<file path="src/rtl/imem_loader_pkg.sv">
// Shared types and frame-field sizes for the boot-time instruction-memory loader.
package imem_loader_pkg;

    typedef enum logic [2:0] {
        LEN_LO,
        LEN_HI,
        WORD,
        CSUM,
        DONE,
        ERROR
    } loader_state_t;

    localparam int LEN_BYTES  = 2;
    localparam int WORD_BYTES = 4;
    localparam int CSUM_BYTES = 1;

endpackage

</file>
<file path="src/rtl/word_assembler.sv">
// Packs four little-endian bytes into a 32-bit word; word and word_vld_o are registered,
// appearing the cycle after the 4th byte. No backpressure: every byte_vld_i is consumed.
module word_assembler
    import imem_loader_pkg::*;
(
    input  logic        clk,
    input  logic        reset_n,
    input  logic        clear_i,
    input  logic        byte_vld_i,
    input  logic [7:0]  byte_dat_i,
    output logic [1:0]  byte_idx_o,
    output logic        word_vld_o,
    output logic [31:0] word_dat_o
);

    logic [1:0]  idx_q,  idx_d;
    logic [23:0] asm_q,  asm_d;
    logic [31:0] word_q, word_d;
    logic        vld_q,  vld_d;

    always_comb begin
        idx_d  = idx_q;
        asm_d  = asm_q;
        word_d = word_q;
        vld_d  = 1'b0;
        if (clear_i) begin
            idx_d = '0;
            asm_d = '0;
        end else if (byte_vld_i) begin
            if (idx_q == 2'(WORD_BYTES - 1)) begin
                word_d = {byte_dat_i, asm_q};
                vld_d  = 1'b1;
                idx_d  = '0;
            end else begin
                // Bytes enter at the top so byte 0 ends up in bits [7:0].
                asm_d = {byte_dat_i, asm_q[23:8]};
                idx_d = idx_q + 2'd1;
            end
        end
    end

    always_ff @(posedge clk or negedge reset_n) begin
        if (!reset_n) begin
            idx_q  <= '0;
            asm_q  <= '0;
            word_q <= '0;
            vld_q  <= 1'b0;
        end else begin
            idx_q  <= idx_d;
            asm_q  <= asm_d;
            word_q <= word_d;
            vld_q  <= vld_d;
        end
    end

    assign byte_idx_o = idx_q;
    assign word_vld_o = vld_q;
    assign word_dat_o = word_q;

endmodule

</file>
<file path="src/rtl/imem_loader.sv">
// Frame parser that loads instruction memory from word 0 and releases the core on a good checksum.
// Write strobe one cycle after each 4th payload byte; rx_ready drops only in DONE/ERROR.
module imem_loader
    import imem_loader_pkg::*;
#(
    parameter int ADDR_W = 8
) (
    input  logic              clk,
    input  logic              reset_n,
    input  logic              rx_valid,
    input  logic [7:0]        rx_data,
    output logic              rx_ready,
    input  logic              start,
    output logic              imem_we,
    output logic [ADDR_W-1:0] imem_waddr,
    output logic [31:0]       imem_wdata,
    output logic              core_reset_n,
    output logic              load_done,
    output logic              load_error,
    output logic [ADDR_W:0]   words_loaded
);

    localparam int LEN_W = LEN_BYTES * 8;
    localparam logic [LEN_W:0] CAPACITY = (LEN_W + 1)'(1) << ADDR_W;

    loader_state_t           state_q, state_d;
    logic [7:0]              len_lo_q, len_lo_d;
    logic [ADDR_W:0]         n_q, n_d;
    logic [CSUM_BYTES*8-1:0] csum_q, csum_d;
    logic [ADDR_W:0]         wl_q, wl_d;
    logic [ADDR_W-1:0]       waddr_q, waddr_d;

    logic             xfer;
    logic             rearm;
    logic             asm_vld;
    logic [1:0]       byte_idx;
    logic [LEN_W-1:0] n_full;
    logic [ADDR_W:0]  wl_inc;

    assign rx_ready = (state_q == LEN_LO) || (state_q == LEN_HI) ||
                      (state_q == WORD)   || (state_q == CSUM);
    assign xfer     = rx_valid && rx_ready;
    assign rearm    = start && ((state_q == DONE) || (state_q == ERROR));
    assign n_full   = {rx_data, len_lo_q};
    assign wl_inc   = wl_q + (ADDR_W + 1)'(1);

    always_comb begin
        state_d  = state_q;
        len_lo_d = len_lo_q;
        n_d      = n_q;
        csum_d   = csum_q;
        wl_d     = wl_q;
        waddr_d  = waddr_q;
        asm_vld  = 1'b0;
        case (state_q)
            LEN_LO: if (xfer) begin
                len_lo_d = rx_data;
                csum_d   = csum_q + rx_data;
                state_d  = LEN_HI;
            end
            LEN_HI: if (xfer) begin
                csum_d = csum_q + rx_data;
                n_d    = n_full[ADDR_W:0];
                // Oversize frames are rejected before any payload is written.
                if ({1'b0, n_full} > CAPACITY) begin
                    state_d = ERROR;
                end else if (n_full == '0) begin
                    state_d = CSUM;
                end else begin
                    state_d = WORD;
                end
            end
            WORD: if (xfer) begin
                csum_d  = csum_q + rx_data;
                asm_vld = 1'b1;
                if (byte_idx == 2'(WORD_BYTES - 1)) begin
                    waddr_d = wl_q[ADDR_W-1:0];
                    wl_d    = wl_inc;
                    if (wl_inc == n_q) begin
                        state_d = CSUM;
                    end
                end
            end
            CSUM: if (xfer) begin
                state_d = (rx_data == csum_q) ? DONE : ERROR;
            end
            DONE, ERROR: if (rearm) begin
                state_d  = LEN_LO;
                len_lo_d = '0;
                n_d      = '0;
                csum_d   = '0;
                wl_d     = '0;
                waddr_d  = '0;
            end
            default: state_d = LEN_LO;
        endcase
    end

    always_ff @(posedge clk or negedge reset_n) begin
        if (!reset_n) begin
            state_q  <= LEN_LO;
            len_lo_q <= '0;
            n_q      <= '0;
            csum_q   <= '0;
            wl_q     <= '0;
            waddr_q  <= '0;
        end else begin
            state_q  <= state_d;
            len_lo_q <= len_lo_d;
            n_q      <= n_d;
            csum_q   <= csum_d;
            wl_q     <= wl_d;
            waddr_q  <= waddr_d;
        end
    end

    word_assembler u_word_assembler (
        .clk        (clk),
        .reset_n    (reset_n),
        .clear_i    (rearm),
        .byte_vld_i (asm_vld),
        .byte_dat_i (rx_data),
        .byte_idx_o (byte_idx),
        .word_vld_o (imem_we),
        .word_dat_o (imem_wdata)
    );

    assign imem_waddr   = waddr_q;
    assign words_loaded = wl_q;
    assign load_done    = (state_q == DONE);
    assign load_error   = (state_q == ERROR);
    assign core_reset_n = (state_q == DONE);

endmodule

</file>
<file path="config.mk">
export PLATFORM = sky130hd
export DESIGN_NAME = imem_loader
export DESIGN_NICKNAME = d
export VERILOG_FILES = /design/src/rtl/imem_loader_pkg.sv /design/src/rtl/word_assembler.sv /design/src/rtl/imem_loader.sv
export SDC_FILE = /design/constraint.sdc
export NUM_CORES = 1
export LEC_CHECK = 0
export ABC_AREA = 1
export CAP_MARGIN = 0
export CORE_MARGIN = 10
export CORE_UTILIZATION = 55
export DETAILED_ROUTE_END_ITERATION = 12
export PLACE_DENSITY = 0.92
export SYNTH_ARGS = -nofsm -noshare
export SYNTH_HDL_FRONTEND = slang
export SYNTH_SLANG_ARGS = --single-unit
</file>
<file path="constraint.sdc">
create_clock -name clk -period 2 [get_ports clk]
set_input_delay 0.4 -clock clk [delete_from_list [all_inputs] [get_ports clk]]
set_output_delay 0.4 -clock clk [all_outputs]
set_load 0.01 [all_outputs]
</file>
# Word level (Yosys, flattened, before mapping)
# Index checks and enable logic that the tools add are counted.
# Widths: inputs -> output; s select.
# totals
ff_bits	104
output_inout_bits	54
# classes
add_sub_neg	3
order_cmp	1
n_eq_ne	17
n_mux	36
bitwise	1
n_reduce_logical	22
# ops
cell	n
$mux 24	3
$pmux 8 s2	3
$mux 8	5
$mux 9	4
$pmux 9 s2	2
$mux 3	8
$gt 16x9->1 const B	1
$logic_not 16->1	1
$pmux 3 s5	1
$ne 2x2->1 const B	6
$reduce_and 3->1	4
$reduce_bool 2->1	5
$add 9x1->9 const B	1
$eq 9x9->1	1
$add 8x8->8	1
$eq 8x8->1	1
$mux 1	7
$reduce_and 7->1	1
$eq 3x2->1 const B	2
$eq 3x3->1 const B	2
$mux 2	3
$ne 2x1->1 const B	3
$logic_or 1x1->1	4
$reduce_and 4->1	1
other kinds (9)	10

# Depth between registers and ports, before layout
# logic_depth
depth_word	9
mapped_depth	14
ltp_nobuf	14

# Hierarchy
# A second synthesis with hierarchy kept.
# hier_totals
cells_unflattened	595
hier_area_um2	5251.3
# modules_own_cells
mod	instances	cells_each	area_per_inst_um2
word_assembler	1	277	2681.3
imem_loader	1	318	2570.0

# Worst setup path before layout
# OpenSTA, ideal clock, no wires.
# synth_path
path_kind	input to register
startpoint	input rx_data[0]
endpoint	register csum_q[6]
setup_ns	0.123
arrival_time_ns	1.606
required_ns	1.877
path_slack_ns	0.271
stages	10
cell_sequence	ha_1 fa_1 a21oi_1 o21ai_0 nand2_1 nand2_1 nand2_1 nand2_1 o21ai_0 nand2_1
# synth_via
elab_chain_len	3
# synth_rtl
element	line	rtl
from (decl)	imem_loader.sv:11	input logic [7:0] rx_data,
$add 8x8->8	imem_loader.sv:58, imem_loader.sv:62, imem_loader.sv:74	
$mux 8	imem_loader.sv:56, imem_loader.sv:61, imem_loader.sv:73	
$pmux 8 s2	imem_loader.sv:55	case (state_q)
to (signal assigned)	imem_loader.sv:111	csum_q <= csum_d;
to (decl)	imem_loader.sv:29	logic [CSUM_BYTES*8-1:0] csum_q, csum_d;
# Every way passes these cells. The select of a mux whose other input is x is not followed.
# A chain may end at the register's enable or synchronous reset.

# Worst setup path in the final report
# layout_path
startpoint	register state_q[1]
endpoint	output load_error
# layout_via
elab_chain_len	1
# layout_rtl
element	line	rtl
from (decl)	imem_loader.sv:26	loader_state_t state_q, state_d;
from (signal assigned)	imem_loader.sv:108	state_q <= state_d;
$eq 3x3->1	imem_loader.sv:131	assign load_error = (state_q == ERROR);
to (decl)	imem_loader.sv:19	output logic load_error,
# Every way passes these cells.

==> results.yml <==
worst_setup_path:
  crit_path_end_kind: "output pin"
  critPathKind: "flop to output pin"
  cp_num_buf_inv: 2
  critPathMaxFanout: 5
  arrival_ps: 1490
  cpPeakStageDelay_ps: 460
  path_delay_family: "flip-flops"
  crit_required_ps: 1600
  slowest_stage: "dfrtp_2"
  critical_path.cell_chain: "nor2_2 > inv_2 > nor2_1 > dlygate4sd2_1"
  crit_path_start_kind: "flop"
detailed_routing:
  ant_nets: 0
  via_per_inst: 5.49
  route.detailed.drc: 0
  vias: 3999
  wl_um: 11800
  drtIter0Drc: 261
  post_drt_wl_per_cell_um: 16.3
  dr.pass1.iters: 10
finish:
  drive_gt1_frac: 0.130
  mostFrequentLayoutCells: "104 x nand2_1, 101 x dfrtp_1, 75 x inv_1"
  area_delta_synth_final_pct: 25.0
  n_fill_cell: 596
  fin_cells: 728
  n_antenna_cell: 0
  final_common_cell: "nand2_1"
  nNetsFinal: 640
min_path:
  hp-class: "flop to flop"
placed_design:
  dp_cells: 707
  routabilityCongestion: 0.875
  dp_hpwl_um: 8710
  numPortBuffers: 65
clock_network:
  clkSlewWorstSetupHoldPaths_ps: 120
  cts_max_level: 3
  cts_tree: "built"
  clk_path_buf_depth: 2
  numClockSinks: 104
  cts_inserted_buffers: 9
  worstSkewPairLatency_ps: 360
  cts_root_buf: "clkbuf_8"
timing:
  fmax_mhz: 529
  hold_violations: 0
  slew_headroom: 0.688
  finalCriticalPeriod_ps: 1890
  fin_crit_sh: 0.945
  rsz0062_at_grt: "true"
  clock_skew_ps: 13.5
  tightest_slew_ps: 467
  setup_viol: 0
  drv_slew: 0
global_routing:
  grt_pass1_vias: 4093
  overflow: 0
  antenna_found_initial: 0
  grt_pass1_wl_um: 19700
  grt_max_degree: 58
  grt_usage: 0.187
yosys:
  synthCells: 527
  syn_nets: 549
  ys_warn_count: 0
  async_flop_share: 1.00
  ys_ff_latch: 104
  post_synth.cell_area_avg_um2: 8.97
  ys_types: 35
  ys_seq_area_frac: 0.551
  synth_edf_count: 0
  synth_ff_type: "dfrtp_1"
  syn-cell-area_um2: 4730
power_and_ir_drop:
  p_leak_nw: 2.80
  p_per_area_nw_per_um2: 1550
  total_power_mw: 9.14
  vdd_drop_max_v: 0.000703
flow_run:
  maxCapViolations: 0
die:
  die_y_um: 113
  die_area_um2: 12700
  die_w_um: 113
  initial_core_util: 0.570
  num_rows: 33
  core_um2: 8300
  io_pins: 66
outcome:
  status: "completed"
stage by stage:
step | hold WS (ps) | area [um2] | setup TNS [ps] | worst slack (ps) | utilization
6_report | 499 | 5910 | 0 | 110 | 0.712
5_1_grt | 521 | 5910 | -6.96 | -6.96 | 0.712
4_1_cts | 503 | 5850 | 0 | 64.2 | 0.705
3_5_place_dp | 387 | 5620 | -1090 | -296 | 0.678
3_3_place_gp | 383 | 5620 | -573 | -261 | 0.678
2_1_floorplan | 104 | 4730 | 0 | 271 | -
state kept, by name, indices dropped and copies added (netlist names):
signal and flops:
words_loaded 9, u_word_assembler.byte_idx_o 2, len_lo_q 8, u_word_assembler.asm_q 24, state_q 3, u_word_assembler.word_dat_o 32, u_word_assembler.word_vld_o 1, imem_waddr 8
n_q 9, csum_q 8
layout make-up:
type	instances	area (um2)	share of cell area
Inverter	83	312	0.0527
Sequential cell	104	2610	0.441
Tap cell	105	131	0.0222
Timing Repair Buffer	95	911	0.154
Multi-Input combinational cell	325	1740	0.295
Clock inverter	7	85.1	0.0144
Clock buffer	9	124	0.0210
cell usage after synthesis, types with 2 or more instances:
library cell	instances	area, um2
nand3_1	50	250
nor3_1	5	25.0
o22ai_2	6	75.1
a22o_1	2	17.5
o21ai_1	23	115
inv_1	75	282
o21ai_2	2	17.5
buf_2	4	20.0
inv_2	7	26.3
buf_4	2	15.0
nor2_2	4	25.0
dfrtp_1	104	2600
nand2_1	105	394
nand4_1	3	18.8
xnor2_1	2	17.5
o21ai_0	43	215
o22ai_1	28	175
nor2_1	21	78.8
nand2_2	2	12.5
buf_6	4	45.0
ha_1	9	113
clkbuf_1	6	22.5
a21oi_1	8	40.0
layer usage:
metal	wire length (um)	part of all wire	track usage	up-vias
li1	-	-	-	1927
met1	4940	0.42	0.227	1898
met2	5770	0.49	0.313	147
met3	844	0.071	0.0534	27
met4	295	0.025	0.0609	0
met5	0	0	0	-
kinds of logic after synthesis:
logic type / after synthesis / share of synthesized area
adder cells (fa/ha/maj): 10 / 0.0281
AND/OR/NAND/NOR: 196 / 0.185
XOR/XNOR: 2 / 0.00371
flip-flops: 104 / 0.551
buffers and inverters: 99 / 0.0876
AO/OA/AOI/OAI: 116 / 0.145
tightest hold or removal path, cell delays in order (launching register included):
cell and delay, ps:
dfrtp_1 360, nand2_1 50, o21ai_0 60
worst paths after layout:
kind	cells after the start	slack (ps)	endpoint	startpoint
min in group asynchronous	2	520	u_word_assembler.word_dat_o[24]$_DFFE_PN0P_	reset_n
worst max register to register	12	130	words_loaded[6]$_DFFE_PN0P_	state_q[2]$_DFFE_PN0P_
max in group asynchronous	3	790	words_loaded[0]$_DFFE_PN0P_	reset_n
worst min-delay path	2	500	u_word_assembler.word_dat_o[12]$_DFFE_PN0P_	u_word_assembler.word_dat_o[12]$_DFFE_PN0P_
worst max-delay path	4	110	load_error	state_q[1]$_DFFE_PN0P_
worst min register to register	2	500	u_word_assembler.word_dat_o[12]$_DFFE_PN0P_	u_word_assembler.word_dat_o[12]$_DFFE_PN0P_
what timing repair did:
action | CTS | global route
gates resized for setup | 3 | 14
hold buffers | 1 | 0
setup buffers | 1 | 1
endpoints found under the hold margin | 29 | 0
pin swaps | 0 | 1
gates cloned | 0 | 2
endpoints found under the setup margin | 3 | 9
power by group:
part,total (mW),switching [mW],internal [mW]
sequential,3.60,0.563,3.03
clock,1.32,0.819,0.502
combinational,4.22,2.27,1.95
Power figures use the tool's default switching activity.
==> edit (config.mk and constraints unchanged) <==
The 6 states of `loader_state_t` get a one-hot encoding in 6 bits.
--- a/src/rtl/imem_loader_pkg.sv
+++ b/src/rtl/imem_loader_pkg.sv
@@ -2,11 +2,11 @@
 package imem_loader_pkg;
 
-    typedef enum logic [2:0] {
-        LEN_LO,
-        LEN_HI,
-        WORD,
-        CSUM,
-        DONE,
-        ERROR
+    typedef enum logic [5:0] {
+        LEN_LO = 6'b000001,
+        LEN_HI = 6'b000010,
+        WORD   = 6'b000100,
+        CSUM   = 6'b001000,
+        DONE   = 6'b010000,
+        ERROR  = 6'b100000
     } loader_state_t;
 
Check against the original RTL: no difference found for any inputs over 4 cycles, from zero or initial values and one cycle with reset_n low; so few cycles prove little.
==> edit against the original RTL <==
- first-iteration DRC count increased by 44%
- design area increased by 11%
- total power decreased by 3.9%
- routed wire length increased by 11%
- register-to-register slack got worse by 30 ps
- area after synthesis increased by 11%
- core utilization decreased by 0.34 points
- global-route usage increased by 0.073 points
- critical path depth increased by 2
- setup slack got worse by 39 ps
- sequential cell count increased by 3
==> edit: results (changes against the original RTL) <==
placed_design:
  dp.final_hpwl_mm: 9.595  # +10%
  placed_area_um2: 6270  # +11%
  pre_cts_ws_ps: -353.7  # -57.51 ps
detailed_routing:
  drt_pass1_iterations: 6  # -4
  wl_met3_um: 912  # +8.1%
  met1_length_mm: 5.225  # +5.8%
setup_path:
  max_stage_delay_ps: 590  # +130 ps
  arrival_ps: 1530  # +40 ps
  worst-path-max-fanout: 3  # -2
clock_tree:
  insertion_delay_ps: 390  # +30 ps
  cts_setup_buffers: 0  # -1
timing:
  relSlewSlack_pct: 66.57  # -2.3 points
  skew_ps: 20.76  # +7.248 ps
global_route:
  grt_max_degree: 47  # -19%
  grtUsageMet1_pct: 21.95  # -0.76 points
  met3_usage_pct: 4.748  # -0.59 points
  grt_usage_pct: 18.77  # +0.073 points
yosys:
  yosysSeqAreaShare_pct: 51.23  # -3.8 points
  synth.distinct_cells: 41  # +17%
final_layout:
  fin_nets: 704  # +10%
  stdcell_count: 816  # +12%
  fill_cells: 620  # +4.0%
power_and_ir_drop:
  p_leak_nw: 3.140  # +12%
  p_seq_w: 0.00335  # -6.9%
  power_frac_clock_pct: 15.8  # +1.4 points
run_status:
  status: "completed"
[edit: cell count changes in the layout (fill, tap and decap cells not counted), moves of 5 or more]
cell,change
o22ai_2,-6
buf_4,+11
nand3_1,+19
o21ai_2,+19
dfrtp_1,+5
o21ai_1,-7
o22ai_1,-14
nand2_1,+22
nor2_4,+6
[edit: cell families after synthesis]
kind of cell | Yosys count | synth area share (%)
buffers and inverters | 103 | 8.901
DFF | 107 | 51.23
AOI/OAI and AO/OA | 102 | 12.92
and+or+nand+nor | 255 | 23.24
xor gates and xnor gates | 7 | 1.173
adders and majority gates | 10 | 2.537
[edit: critical path, delay by kind of cell (launching register included)]
kind / cells / cell delay, ps
AND/OR/NAND/NOR: 3 / 300
flip-flops: 1 / 590
buffers and inverters: 3 / 240
[edit: layout make-up]
type                    count  area (um^2)  share of cell area (%)
clock buffers               9        123.9                   1.892
clock inverters             7        93.84                   1.433
inverters                  83        329.1                   5.026
multi-input cells         374         2140                   32.68
flip-flops and latches    107         2679                   40.91
well taps                 129        161.4                   2.465
repair buffers            107         1021                   15.59
[edit: path summary, 6_finish.rpt]
kind / slack, ps / start / end
hold reg to reg: 490 / u_word_assembler.word_dat_o[25] / u_word_assembler.word_dat_o[25]
min in group asynchronous: 510 / reset_n / csum_q[3]
setup / recovery: 70 / state_q[0] / rx_ready
setup reg to reg: 100 / words_loaded[1] / state_q[4]
hold / removal: 490 / u_word_assembler.word_dat_o[25] / u_word_assembler.word_dat_o[25]
max in group asynchronous: 920 / reset_n / words_loaded[5]
[edit: repair_timing]
action	4_1_cts	5_1_grt
setup endpoints to repair	4	15
hold buffers	1	0
gates cloned	0	0
hold endpoints to repair	22	0
gates resized for setup	18	18
pin swaps	1	7
